**src/rtl/vga_vram_arbiter_if.sv**
```systemverilog
// Bus bundle between the VRAM arbiter and its neighbours: V timing, pixel
// consumer, CPU bus and the single-port VRAM. Suffixes are from the arbiter's view.
interface vga_vram_arbiter_if #(
    parameter int unsigned ADDR_W = 19,
    parameter int unsigned DATA_W = 8
);
    logic              frame_start_i;
    logic              pix_pop_i;
    logic [DATA_W-1:0] pix_data_o;
    logic              underrun_o;
    logic              cpu_req_i;
    logic              cpu_we_i;
    logic [ADDR_W-1:0] cpu_addr_i;
    logic [DATA_W-1:0] cpu_wdata_i;
    logic              cpu_ack_o;
    logic [DATA_W-1:0] cpu_rdata_o;
    logic              mem_en_o;
    logic              mem_we_o;
    logic [ADDR_W-1:0] mem_addr_o;
    logic [DATA_W-1:0] mem_wdata_o;
    logic [DATA_W-1:0] mem_rdata_i;

    // Arbiter side
    modport slave (
        input  frame_start_i, pix_pop_i,
        input  cpu_req_i, cpu_we_i, cpu_addr_i, cpu_wdata_i,
        input  mem_rdata_i,
        output pix_data_o, underrun_o,
        output cpu_ack_o, cpu_rdata_o,
        output mem_en_o, mem_we_o, mem_addr_o, mem_wdata_o
    );

    // Environment side (timing, consumer, CPU, VRAM)
    modport master (
        output frame_start_i, pix_pop_i,
        output cpu_req_i, cpu_we_i, cpu_addr_i, cpu_wdata_i,
        output mem_rdata_i,
        input  pix_data_o, underrun_o,
        input  cpu_ack_o, cpu_rdata_o,
        input  mem_en_o, mem_we_o, mem_addr_o, mem_wdata_o
    );
endinterface

```
**src/rtl/vga_vram_arbiter.sv**
```systemverilog
// VGA / CPU arbiter for a single-port synchronous VRAM. Prefetches pixels in
// raster order into a small FIFO and hands the remaining slots to the CPU.
// Optional feature macro: VGA_ARB_CPU_READ_EN -- when defined, CPU reads go to
// VRAM; when undefined, CPU reads are acked without a VRAM access and read 0.
module vga_vram_arbiter #(
    parameter int unsigned ADDR_W     = 19,
    parameter int unsigned DATA_W     = 8,
    parameter int unsigned NPIX       = 307200,
    parameter int unsigned FIFO_DEPTH = 8,
    parameter int unsigned LOW_WATER  = 3
) (
    input  logic              clk,
    input  logic              reset,
    vga_vram_arbiter_if.slave bus
);

    localparam int unsigned PTR_W   = (FIFO_DEPTH > 1) ? $clog2(FIFO_DEPTH) : 1;
    localparam int unsigned CNT_W   = PTR_W + 1;
    localparam int unsigned FETCH_W = $clog2(NPIX + 1);
    localparam logic [ADDR_W-1:0] LAST_ADDR = ADDR_W'(NPIX - 1);

    // State = kind of VRAM access driven on mem_* this cycle
    typedef enum logic [1:0] {
        ST_IDLE   = 2'd0,
        ST_VID    = 2'd1,
        ST_CPU_WR = 2'd2,
        ST_CPU_RD = 2'd3
    } state_e;

    state_e              state_q, state_d;

    logic [DATA_W-1:0]   fifo_mem [FIFO_DEPTH];
    logic [PTR_W-1:0]    wr_ptr_q, rd_ptr_q;
    logic [CNT_W-1:0]    count_q;
    logic [ADDR_W-1:0]   fetch_addr_q, fetch_addr_d, fetch_base;
    logic [FETCH_W-1:0]  fetched_q, fetched_d, fetched_base;
    logic                s2_vid_q, s2_live_q;

    logic [DATA_W-1:0]   pix_data_q;
    logic                underrun_q;
    logic                cpu_ack_q, cpu_ack_d;
    logic                mem_en_q, mem_en_d;
    logic                mem_we_q, mem_we_d;
    logic [ADDR_W-1:0]   mem_addr_q, mem_addr_d;
    logic [DATA_W-1:0]   mem_wdata_q, mem_wdata_d;

    logic                flush, push, pop_req, pop_ok;
    logic [CNT_W-1:0]    fifo_base, inflight, occ;
    logic                vid_ok, cpu_slot, cpu_done;

    // Post-flush view of the fetch state used by the grant decision
    assign flush        = bus.frame_start_i;
    assign fetch_base   = flush ? '0 : fetch_addr_q;
    assign fetched_base = flush ? '0 : fetched_q;
    assign fifo_base    = flush ? '0 : count_q;
    assign inflight     = CNT_W'(state_q == ST_VID) + CNT_W'(s2_vid_q);
    assign occ          = fifo_base + inflight;
    assign vid_ok       = fetched_base < FETCH_W'(NPIX);

    // Returns of reads issued before a frame_start are dropped; flush beats pop
    assign push    = s2_vid_q && s2_live_q && !flush;
    assign pop_req = bus.pix_pop_i && !flush;
    assign pop_ok  = pop_req && (count_q != '0);

`ifdef VGA_ARB_CPU_READ_EN
    logic              s2_cpu_q;
    logic [DATA_W-1:0] cpu_rdata_q;
    logic              cpu_busy;

    assign cpu_busy = (state_q == ST_CPU_RD) || s2_cpu_q;
    assign cpu_slot = bus.cpu_req_i && !cpu_busy && !cpu_ack_q;
    assign cpu_done = s2_cpu_q;

    // CPU read return pipeline: data lands two edges after the grant
    always_ff @(posedge clk or negedge reset) begin
        if (!reset) begin
            s2_cpu_q    <= 1'b0;
            cpu_rdata_q <= '0;
        end else begin
            s2_cpu_q <= (state_q == ST_CPU_RD);
            if (s2_cpu_q) begin
                cpu_rdata_q <= bus.mem_rdata_i;
            end
        end
    end

    assign bus.cpu_rdata_o = cpu_rdata_q;
`else
    // Reads bypass VRAM entirely: acked one cycle after being seen
    assign cpu_slot = bus.cpu_req_i && bus.cpu_we_i && !cpu_ack_q;
    assign cpu_done = bus.cpu_req_i && !bus.cpu_we_i && !cpu_ack_q;
    assign bus.cpu_rdata_o = '0;
`endif

    // State register
    always_ff @(posedge clk or negedge reset) begin
        if (!reset) begin
            state_q <= ST_IDLE;
        end else begin
            state_q <= state_d;
        end
    end

    // Slot arbitration: starving video first, then CPU, then video top-up
    always_comb begin
        state_d = ST_IDLE;
        if (vid_ok && (occ < CNT_W'(LOW_WATER))) begin
            state_d = ST_VID;
        end else if (cpu_slot) begin
            state_d = bus.cpu_we_i ? ST_CPU_WR : ST_CPU_RD;
        end else if (vid_ok && (occ < CNT_W'(FIFO_DEPTH))) begin
            state_d = ST_VID;
        end
    end

    // Next values of the VRAM strobes, CPU ack and fetch counters
    always_comb begin
        mem_en_d     = 1'b0;
        mem_we_d     = 1'b0;
        mem_addr_d   = mem_addr_q;
        mem_wdata_d  = mem_wdata_q;
        cpu_ack_d    = cpu_done;
        fetch_addr_d = fetch_base;
        fetched_d    = fetched_base;
        case (state_d)
            ST_VID: begin
                mem_en_d   = 1'b1;
                mem_addr_d = fetch_base;
                fetched_d  = fetched_base + FETCH_W'(1);
                if (fetch_base != LAST_ADDR) begin
                    fetch_addr_d = fetch_base + ADDR_W'(1);
                end
            end
            ST_CPU_WR: begin
                mem_en_d    = 1'b1;
                mem_we_d    = 1'b1;
                mem_addr_d  = bus.cpu_addr_i;
                mem_wdata_d = bus.cpu_wdata_i;
                cpu_ack_d   = 1'b1;
            end
            ST_CPU_RD: begin
                mem_en_d   = 1'b1;
                mem_addr_d = bus.cpu_addr_i;
            end
            default: ;
        endcase
    end

    // Datapath registers: VRAM port, fetch counters, read tracking, FIFO control
    always_ff @(posedge clk or negedge reset) begin
        if (!reset) begin
            mem_en_q     <= 1'b0;
            mem_we_q     <= 1'b0;
            mem_addr_q   <= '0;
            mem_wdata_q  <= '0;
            cpu_ack_q    <= 1'b0;
            fetch_addr_q <= '0;
            fetched_q    <= '0;
            s2_vid_q     <= 1'b0;
            s2_live_q    <= 1'b0;
            wr_ptr_q     <= '0;
            rd_ptr_q     <= '0;
            count_q      <= '0;
            pix_data_q   <= '0;
            underrun_q   <= 1'b0;
        end else begin
            mem_en_q     <= mem_en_d;
            mem_we_q     <= mem_we_d;
            mem_addr_q   <= mem_addr_d;
            mem_wdata_q  <= mem_wdata_d;
            cpu_ack_q    <= cpu_ack_d;
            fetch_addr_q <= fetch_addr_d;
            fetched_q    <= fetched_d;
            s2_vid_q     <= (state_q == ST_VID);
            s2_live_q    <= (state_q == ST_VID) && !flush;
            if (flush) begin
                wr_ptr_q <= '0;
                rd_ptr_q <= '0;
                count_q  <= '0;
            end else begin
                if (push) begin
                    wr_ptr_q <= wr_ptr_q + PTR_W'(1);
                end
                if (pop_ok) begin
                    rd_ptr_q <= rd_ptr_q + PTR_W'(1);
                end
                count_q <= count_q + CNT_W'(push) - CNT_W'(pop_ok);
            end
            if (pop_req) begin
                if (pop_ok) begin
                    pix_data_q <= fifo_mem[rd_ptr_q];
                end else begin
                    pix_data_q <= '0;
                    underrun_q <= 1'b1;
                end
            end
        end
    end

    // FIFO storage (no reset needed; guarded by count/pointers)
    always_ff @(posedge clk) begin
        if (push) begin
            fifo_mem[wr_ptr_q] <= bus.mem_rdata_i;
        end
    end

    assign bus.pix_data_o  = pix_data_q;
    assign bus.underrun_o  = underrun_q;
    assign bus.cpu_ack_o   = cpu_ack_q;
    assign bus.mem_en_o    = mem_en_q;
    assign bus.mem_we_o    = mem_we_q;
    assign bus.mem_addr_o  = mem_addr_q;
    assign bus.mem_wdata_o = mem_wdata_q;

endmodule
```
**src/flat_wrapper.sv**
```systemverilog
// flat-port wrapper written by rule: the top's interface ports become plain ports
module vga_vram_arbiter_flat 
#(
    parameter int unsigned ADDR_W     = 19,
    parameter int unsigned DATA_W     = 8,
    parameter int unsigned NPIX       = 307200,
    parameter int unsigned FIFO_DEPTH = 8,
    parameter int unsigned LOW_WATER  = 3
)
  (clk, reset, bus_frame_start_i, bus_pix_pop_i, bus_cpu_req_i, bus_cpu_we_i, bus_cpu_addr_i, bus_cpu_wdata_i, bus_mem_rdata_i, bus_pix_data_o, bus_underrun_o, bus_cpu_ack_o, bus_cpu_rdata_o, bus_mem_en_o, bus_mem_we_o, bus_mem_addr_o, bus_mem_wdata_o);
  vga_vram_arbiter_if #(.ADDR_W(ADDR_W), .DATA_W(DATA_W)) bus_i ();
  input  logic clk;
  input  logic reset;
  input wire logic [$bits(bus_i.frame_start_i)-1:0] bus_frame_start_i;
  input wire logic [$bits(bus_i.pix_pop_i)-1:0] bus_pix_pop_i;
  input wire logic [$bits(bus_i.cpu_req_i)-1:0] bus_cpu_req_i;
  input wire logic [$bits(bus_i.cpu_we_i)-1:0] bus_cpu_we_i;
  input wire logic [$bits(bus_i.cpu_addr_i)-1:0] bus_cpu_addr_i;
  input wire logic [$bits(bus_i.cpu_wdata_i)-1:0] bus_cpu_wdata_i;
  input wire logic [$bits(bus_i.mem_rdata_i)-1:0] bus_mem_rdata_i;
  output wire logic [$bits(bus_i.pix_data_o)-1:0] bus_pix_data_o;
  output wire logic [$bits(bus_i.underrun_o)-1:0] bus_underrun_o;
  output wire logic [$bits(bus_i.cpu_ack_o)-1:0] bus_cpu_ack_o;
  output wire logic [$bits(bus_i.cpu_rdata_o)-1:0] bus_cpu_rdata_o;
  output wire logic [$bits(bus_i.mem_en_o)-1:0] bus_mem_en_o;
  output wire logic [$bits(bus_i.mem_we_o)-1:0] bus_mem_we_o;
  output wire logic [$bits(bus_i.mem_addr_o)-1:0] bus_mem_addr_o;
  output wire logic [$bits(bus_i.mem_wdata_o)-1:0] bus_mem_wdata_o;
  assign bus_i.frame_start_i = bus_frame_start_i;
  assign bus_i.pix_pop_i = bus_pix_pop_i;
  assign bus_i.cpu_req_i = bus_cpu_req_i;
  assign bus_i.cpu_we_i = bus_cpu_we_i;
  assign bus_i.cpu_addr_i = bus_cpu_addr_i;
  assign bus_i.cpu_wdata_i = bus_cpu_wdata_i;
  assign bus_i.mem_rdata_i = bus_mem_rdata_i;
  assign bus_pix_data_o = bus_i.pix_data_o;
  assign bus_underrun_o = bus_i.underrun_o;
  assign bus_cpu_ack_o = bus_i.cpu_ack_o;
  assign bus_cpu_rdata_o = bus_i.cpu_rdata_o;
  assign bus_mem_en_o = bus_i.mem_en_o;
  assign bus_mem_we_o = bus_i.mem_we_o;
  assign bus_mem_addr_o = bus_i.mem_addr_o;
  assign bus_mem_wdata_o = bus_i.mem_wdata_o;
  vga_vram_arbiter #(.ADDR_W(ADDR_W), .DATA_W(DATA_W), .NPIX(NPIX), .FIFO_DEPTH(FIFO_DEPTH), .LOW_WATER(LOW_WATER)) u_core (.clk(clk), .reset(reset), .bus(bus_i));
endmodule
```
**config.mk**
```make
export PLATFORM = sky130hd
export DESIGN_NAME = vga_vram_arbiter_flat
export DESIGN_NICKNAME = d
export VERILOG_FILES = /design/src/rtl/vga_vram_arbiter_if.sv /design/src/rtl/vga_vram_arbiter.sv /design/src/flat_wrapper.sv
export SDC_FILE = /design/constraint.sdc
export NUM_CORES = 1
export LEC_CHECK = 0
export ABC_AREA = 1
export BUFFER_PORTS_ARGS = -buffer_cell sky130_fd_sc_hd__buf_2
export CORE_ASPECT_RATIO = 1.1
export CORE_UTILIZATION = 55
export CTS_CLUSTER_DIAMETER = 150
export DETAILED_ROUTE_END_ITERATION = 12
export GPL_TIMING_DRIVEN = 1
export PLACE_DENSITY = 0.76
export RECOVER_POWER = 50
export SYNTH_ARGS = -nofsm -noshare
export SYNTH_HDL_FRONTEND = slang
export SYNTH_SLANG_ARGS = --single-unit
export TNS_END_PERCENT = 20
```
**constraint.sdc**
```tcl
create_clock -name clk -period 3.9 [get_ports clk]
set_input_delay 0.39 -clock clk [delete_from_list [all_inputs] [get_ports clk]]
set_output_delay 0.39 -clock clk [all_outputs]
set_load 0.1 [all_outputs]
```
Word level (Yosys, flattened, before mapping)
Memories as Yosys holds them, arrays and structs flattened.
Index checks and enable logic that the tools add are counted.
- memory bits (writable): 64
- flip-flop bits (word level): 91
- memories: 1
- magnitude comparators: 3
- muxes and demuxes: 22
- reductions and logical operators: 21
- bitwise operators: 1
- equal/unequal tests: 5
- add/subtract/negate cells: 8
- memory list (name ; depth ; width ; rd ports ; clocked after Yosys merged registers in ; write ports ; line ; source):
    u_core.fifo_mem ; 8 ; 8 ; 1 ; 0 ; 1 ; vga_vram_arbiter.sv:32 ; logic [DATA_W-1:0] fifo_mem [FIFO_DEPTH];
- operator list (kind ; count):
    2-to-1 mux 19 bit ; 5
    adder 19 x 1 -> 19 bit, second input constant ; 2
    case mux 19 bit (2 select lines) ; 1
    < comparator 19 bit, second input constant ; 1
    != test 19 bit, second input constant ; 1
    2-to-1 mux 3 bit ; 4
    logical AND 1 bit ; 11
    2-to-1 mux 4 bit ; 2
    2-to-1 mux 8 bit ; 1
    2-to-1 mux 1 bit ; 7
    adder 3 x 1 -> 3 bit, second input constant ; 2
    nonzero test 2 bit ; 3
    adder 4 x 1 -> 4 bit ; 1
    adder 4 bit ; 1
    equality test 2 x 1 -> 1 bit, second input constant ; 2
    equality test 2 bit, second input constant ; 2
    < comparator 4 x 2 -> 1 bit, second input constant ; 1
    < comparator 4 bit, second input constant ; 1
    2-to-1 mux 2 bit ; 2
    nonzero test 4 bit ; 1
    subtractor 4 x 1 -> 4 bit ; 1
    zero test 1 bit ; 3
    OR reduction 3 bit ; 1
    adder 1 x 1 -> 2 bit ; 1
    3 further kinds ; 3

Logic depth before layout (Yosys ltp)
- depth after elaboration: 11
- mapped depth: 18
- gate-level depth less buffers: 15

Least setup slack after synthesis
No wires, ideal clock.
- kind: input to register
- from: in bus_frame_start_i
- to: reg u_core.mem_addr_q[0], in the netlist u_core.bus.mem_addr_o[0]
- arrival: 2.610 ns
- path buffers: 6
- setup slack: 1.212 ns
- stages: 16
- required time: 3.822 ns
- cell sequence: buf_6 -> buf_2 -> buf_2 -> buf_2 -> nor2_1 -> ha_1 -> inv_1 -> fa_1 -> inv_1 -> nand2_1 -> nand2_1 -> o21ai_2 -> buf_2 -> buf_2 -> nand3_1 -> a21oi_1
- cells in the longest elaborated chain, start to end: 10
- RTL lines (what ; line ; source):
    start: declaration ; flat_wrapper.sv:14 ; input wire logic [$bits(bus_i.frame_start_i)-1:0] bus_frame_start_i;
    2-to-1 mux 4 bit ; vga_vram_arbiter.sv:55 ; assign fifo_base = flush ? '0 : count_q;
    adder 4 bit ; vga_vram_arbiter.sv:57 ; assign occ = fifo_base + inflight;
    < comparator 4 bit ; vga_vram_arbiter.sv:111 ; end else if (vid_ok && (occ < CNT_W'(FIFO_DEPTH))) begin
    logical AND 1 bit ; vga_vram_arbiter.sv:111 ;
    2-to-1 mux 1 bit ; vga_vram_arbiter.sv:111 ;
    2-to-1 mux 2 bit ; vga_vram_arbiter.sv:109 ; end else if (cpu_slot) begin
    2-to-1 mux 2 bit ; vga_vram_arbiter.sv:107 ; if (vid_ok && (occ < CNT_W'(LOW_WATER))) begin
    equality test 2 bit ; vga_vram_arbiter.sv:125 ; case (state_d)
    OR reduction 2 bit (no source line) ; -- ;
    case mux 19 bit (2 select lines) or nonzero test 2 bit (tied branches) ; -- ;
    end signal: assignment ; vga_vram_arbiter.sv:169 ; mem_addr_q <= mem_addr_d;
    end: declaration ; vga_vram_arbiter.sv:44 ; logic [ADDR_W-1:0] mem_addr_q, mem_addr_d;
Several ways; a longest one is shown, not always the timed one.
A chain may end at the register's enable or synchronous reset.

Worst setup path in the final report
- from: in bus_frame_start_i
- to: reg u_core.fetched_q[16]
- cells in the longest elaborated chain, start to end: 9
- RTL lines (what ; line ; source):
    2-to-1 mux 4 bit ; vga_vram_arbiter.sv:55 ;
    adder 4 bit ; vga_vram_arbiter.sv:57 ;
    < comparator 4 bit ; vga_vram_arbiter.sv:111 ;
    logical AND 1 bit ; vga_vram_arbiter.sv:111 ;
    2-to-1 mux 1 bit ; vga_vram_arbiter.sv:111 ;
    2-to-1 mux 2 bit ; vga_vram_arbiter.sv:109 ;
    2-to-1 mux 2 bit ; vga_vram_arbiter.sv:107 ;
    equality test 2 x 1 -> 1 bit ; vga_vram_arbiter.sv:125 ;
    2-to-1 mux 19 bit (*) ; vga_vram_arbiter.sv:125 ;
    via u_core.fetched_d[16] ; vga_vram_arbiter.sv:36 ; logic [FETCH_W-1:0] fetched_q, fetched_d, fetched_base;
    end signal: assignment ; vga_vram_arbiter.sv:173 ; fetched_q <= fetched_d;
    end: declaration ; vga_vram_arbiter.sv:36 ;
Mark *: on every way through the listed nets, which the timed path passes. The rest lies on a longest branch.

==> results.toml <==
[placed_design]
dp.final_hpwl_um = 11620
place_ws_ns = 0.8500
gp_congestion = 0.9266
portBuffers = 79

[clock_tree]
cts_buffers = 17
cts_resized = 0
holdBufCountCts = 0
clk_latency_ns = 0.43
cts_buffer_depth = 2
post_cts_buffers = 0
cts_max_level = 4
clock_sinks = 155
cts_tree = "done"
cts.clk_slew.worst_paths_ns = 0.06
root_buffer = "clkbuf_16"

[timing]
max_freq_mhz = 304.9
maxSlewViolCount = 129
hold_slack_ns = 0.1560
hold_violations = 0
period_needed_ns = 3.280
finalWorstSetupSlack_ns = 0.6205
setup_viol = 0
rsz0062_at_grt = "false"
fin_setup_tns_ns = 0
relSlewSlack_pct = -17.64
tightest_slew_ns = 1.765
worst_clock_skew_ns = 0.005837
fin_crit_sh_pct = 84.09

[detailed_routing]
firstDrtPassIters = 6
vias_per_cell = 5.289
wl_met1_um = 7408
drtAntennaViolNets = 0
post-route-drc-count = 0
drt_wl_total_um = 17210
met3_length_um = 770
routed.top_layer = "met4"
drt_iter0_markers = 476
vias = 6098
wl_met2_um = 8692
routedWlPerCell_um = 14.93

[yosys]
synth-main-ff-cell = "dfrtp_1"
synthMuxAreaShare_pct = 0
synth_top_family_by_area = "simple AND/OR/NAND/NOR gates"
synth_fa_ha_area_share_pct = 2.461
synthTopCellsByCount = "nand2_1 (219), nor2_1 (139), dfrtp_1 (91)"
synth_cells = 881
yosys.area_share.simple_pct = 24.72
synth_seq_cells = 155
synth_xor_area_share_pct = 2.040
post-synth-top-count-cell = "nand2_1"
synth_cell_types = 44
ys_seq_area_share_pct = 54.33
synth_largest_area_cell = "dfrtp_1"
synth_top_area_share_pct = 29.46
synthArstFlopShare_pct = 58.71
synth_warnings = 0
synth_compound_area_share_pct = 8.742
synth_top_cells_by_area = "dfrtp_1 (29%), edfxtp_1 (25%), nand2_1 (11%)"
synth.cell_area_um2 = 7729
postSynthAreaPerCell_um2 = 8.773
synth_edf_count = 64

[pwr]
p_leak_nw = 3.918
vdd_ir_drop_max_mv = 0.3702
power.density_nw_per_um2 = 718.4
power.total_mw = 6.290

[global_routing]
grt_use_total_pct = 25.67
first_global_vias = 5933
grt_max_degree = 65
gr-total-overflow = 0
antenna_found_initial = 0
grt_pass1_wl_um = 28400

[hold_path]
holdPathStages = 3
min_from = "bus_cpu_wdata_i[4]"
min_to = "u_core.bus.mem_wdata_o[4]$_DFFE_PN0N_"
hold_path_class = "input port to flop"

[critical_path]
reg2reg_to = "u_core.bus.mem_addr_o[11]$_DFFE_PN0P_"
critPathMostFrequentCell = "nand2_1"
path_cells = "clkbuf_1, clkbuf_1, nor2_1, ha_1, nand3_1, nor2_2, nand2_1, nor2_1, o21ai_0, nand2_1, nand2_1, nand2_1"
slowest_stage = "clkbuf_1"
regToRegSetupSlack_ns = 0.89
crit_start = "bus_frame_start_i"
path_class = "input port to flop"
crit_buf_inv = 2
cp_data_arrival_time_ns = 3.60
crit_path_max_fanout = 34
ff2ff_path_depth = 13
start_kind = "input port"
critPathTopFamily = "buffers and inverters"
max_stage_delay_ns = 1.34
r2r-start = "u_core.state_q[1]$_DFF_PN0_"
end_kind = "flop"
required_ns = 4.22

[cells_and_area]
nets = 1007
area_delta_synth_final_pct = 13.28
fillers = 1184
final_core_util_pct = 63.73
layout-drive-gt1-share_pct = 12.64
antenna_cells = 0

[die]
fp.dieH_um = 126.3
io_pins = 88
die-area_um2 = 14530
core_um2 = 13740
rows = 45
fp.dieW_um = 115.0
start_util_pct = 56.26

[run]
maxCapViolCount = 3

[outcome]
status = "finished with violations"
failed_checks = "max-capacitance violations, max-slew violations"
## flip-flops by register name (all words and copies together) (netlist names), 4 cells and up
register,cells
u_core.bus.mem_addr_o,19
u_core.bus.mem_wdata_o,8
u_core.bus.pix_data_o,8
u_core.count_q,4
u_core.fetch_addr_q,19
u_core.fetched_q,19
u_core.fifo_mem,64
## layout make-up
cell class | count | area, um2 | area share (%)
repair buffers | 86 | 412.9 | 4.716
inverters | 85 | 319.1 | 3.644
clock inverters | 11 | 132.6 | 1.515
flip-flops and latches | 155 | 4199 | 47.96
clock buffers | 21 | 491.7 | 5.617
well taps | 188 | 235.2 | 2.687
multi-input cells | 607 | 2964 | 33.86
## stage by stage
step | std cells | cell area, um2
finish | 1153 | 8755
CTS | 1153 | 8792
floorplan | 888 | 7755
global route | 1153 | 8755
global placement | 1121 | 8168
detailed placement | 1121 | 8168
## where the power goes
| group | switching [mW] | total [mW] | internal, mW | leakage, nW |
|---|---|---|---|---|
| logic | 2.03 | 2.48 | 0.446 | 1.84 |
| clock network | 0.671 | 1.71 | 1.04 | 0.297 |
| registers | 0.146 | 2.10 | 1.96 | 1.78 |
| total | 2.85 | 6.29 | 3.44 | 3.92 |
## worst register-to-register path: stages (launching register included)
cell	delay, ns
dfrtp_1	0.38
nor2_1	0.14
ha_1	0.25
ha_1	0.21
inv_1	0.07
fa_1	0.41
inv_1	0.06
nand2_1	0.04
nand2_1	0.07
o21ai_2	0.06
nand2_2	0.34
nand2_1	0.54
nor2_1	0.27
a21oi_1	0.06
## layer usage
layer  vias to the layer above  GRT usage, %
li1                       3006             -
met1                      2889         32.38
met2                       170         43.59
met3                        33         4.873
met4                         0         10.08
met5                         -             0
## cell usage in the layout (no fill, tap or decap), types with 2 or more instances in the layout
cell type	instances
bufinv_16	2
nor2_4	5
nand3b_1	5
inv_1	81
clkbuf_1	24
nor2_2	9
nand3_2	2
o211ai_1	5
o21ai_1	6
a21oi_1	21
clkbuf_16	18
xnor2_1	7
ha_1	12
clkinv_4	3
nor3_1	2
xor2_1	11
conb_1	8
edfxtp_1	64
clkbuf_8	3
o22ai_1	5
o21ai_0	64
buf_4	5
nand2_2	2
clkinvlp_4	3
dfrtp_1	91
buf_2	56
nor2_1	139
inv_2	4
fa_1	2
nand2_1	219
and2_1	2
nand3_1	51
o221ai_1	11
nand4_1	7
## cell families after synthesis
logic type / after synthesis
AO/OA/AOI/OAI: 118
XOR/XNOR: 18
adder cells (fa/ha/maj): 14
buffers and inverters: 126
flip-flops: 155
other: 1
AND/OR/NAND/NOR: 449
## worst max-delay path by stage
stage	depth (start not counted)	to
after global placement	15	u_core.bus.mem_wdata_o[5]$_DFFE_PN0N_
final	12	u_core.fetched_q[16]$_DFF_PN0_
after detailed placement	13	u_core.bus.mem_addr_o[14]$_DFFE_PN0P_
after global routing	12	u_core.fetched_q[16]$_DFF_PN0_
after floorplan	16	u_core.bus.mem_addr_o[0]$_DFFE_PN0P_
after CTS	13	u_core.bus.mem_addr_o[11]$_DFFE_PN0P_
Power figures use the tool's default switching activity.
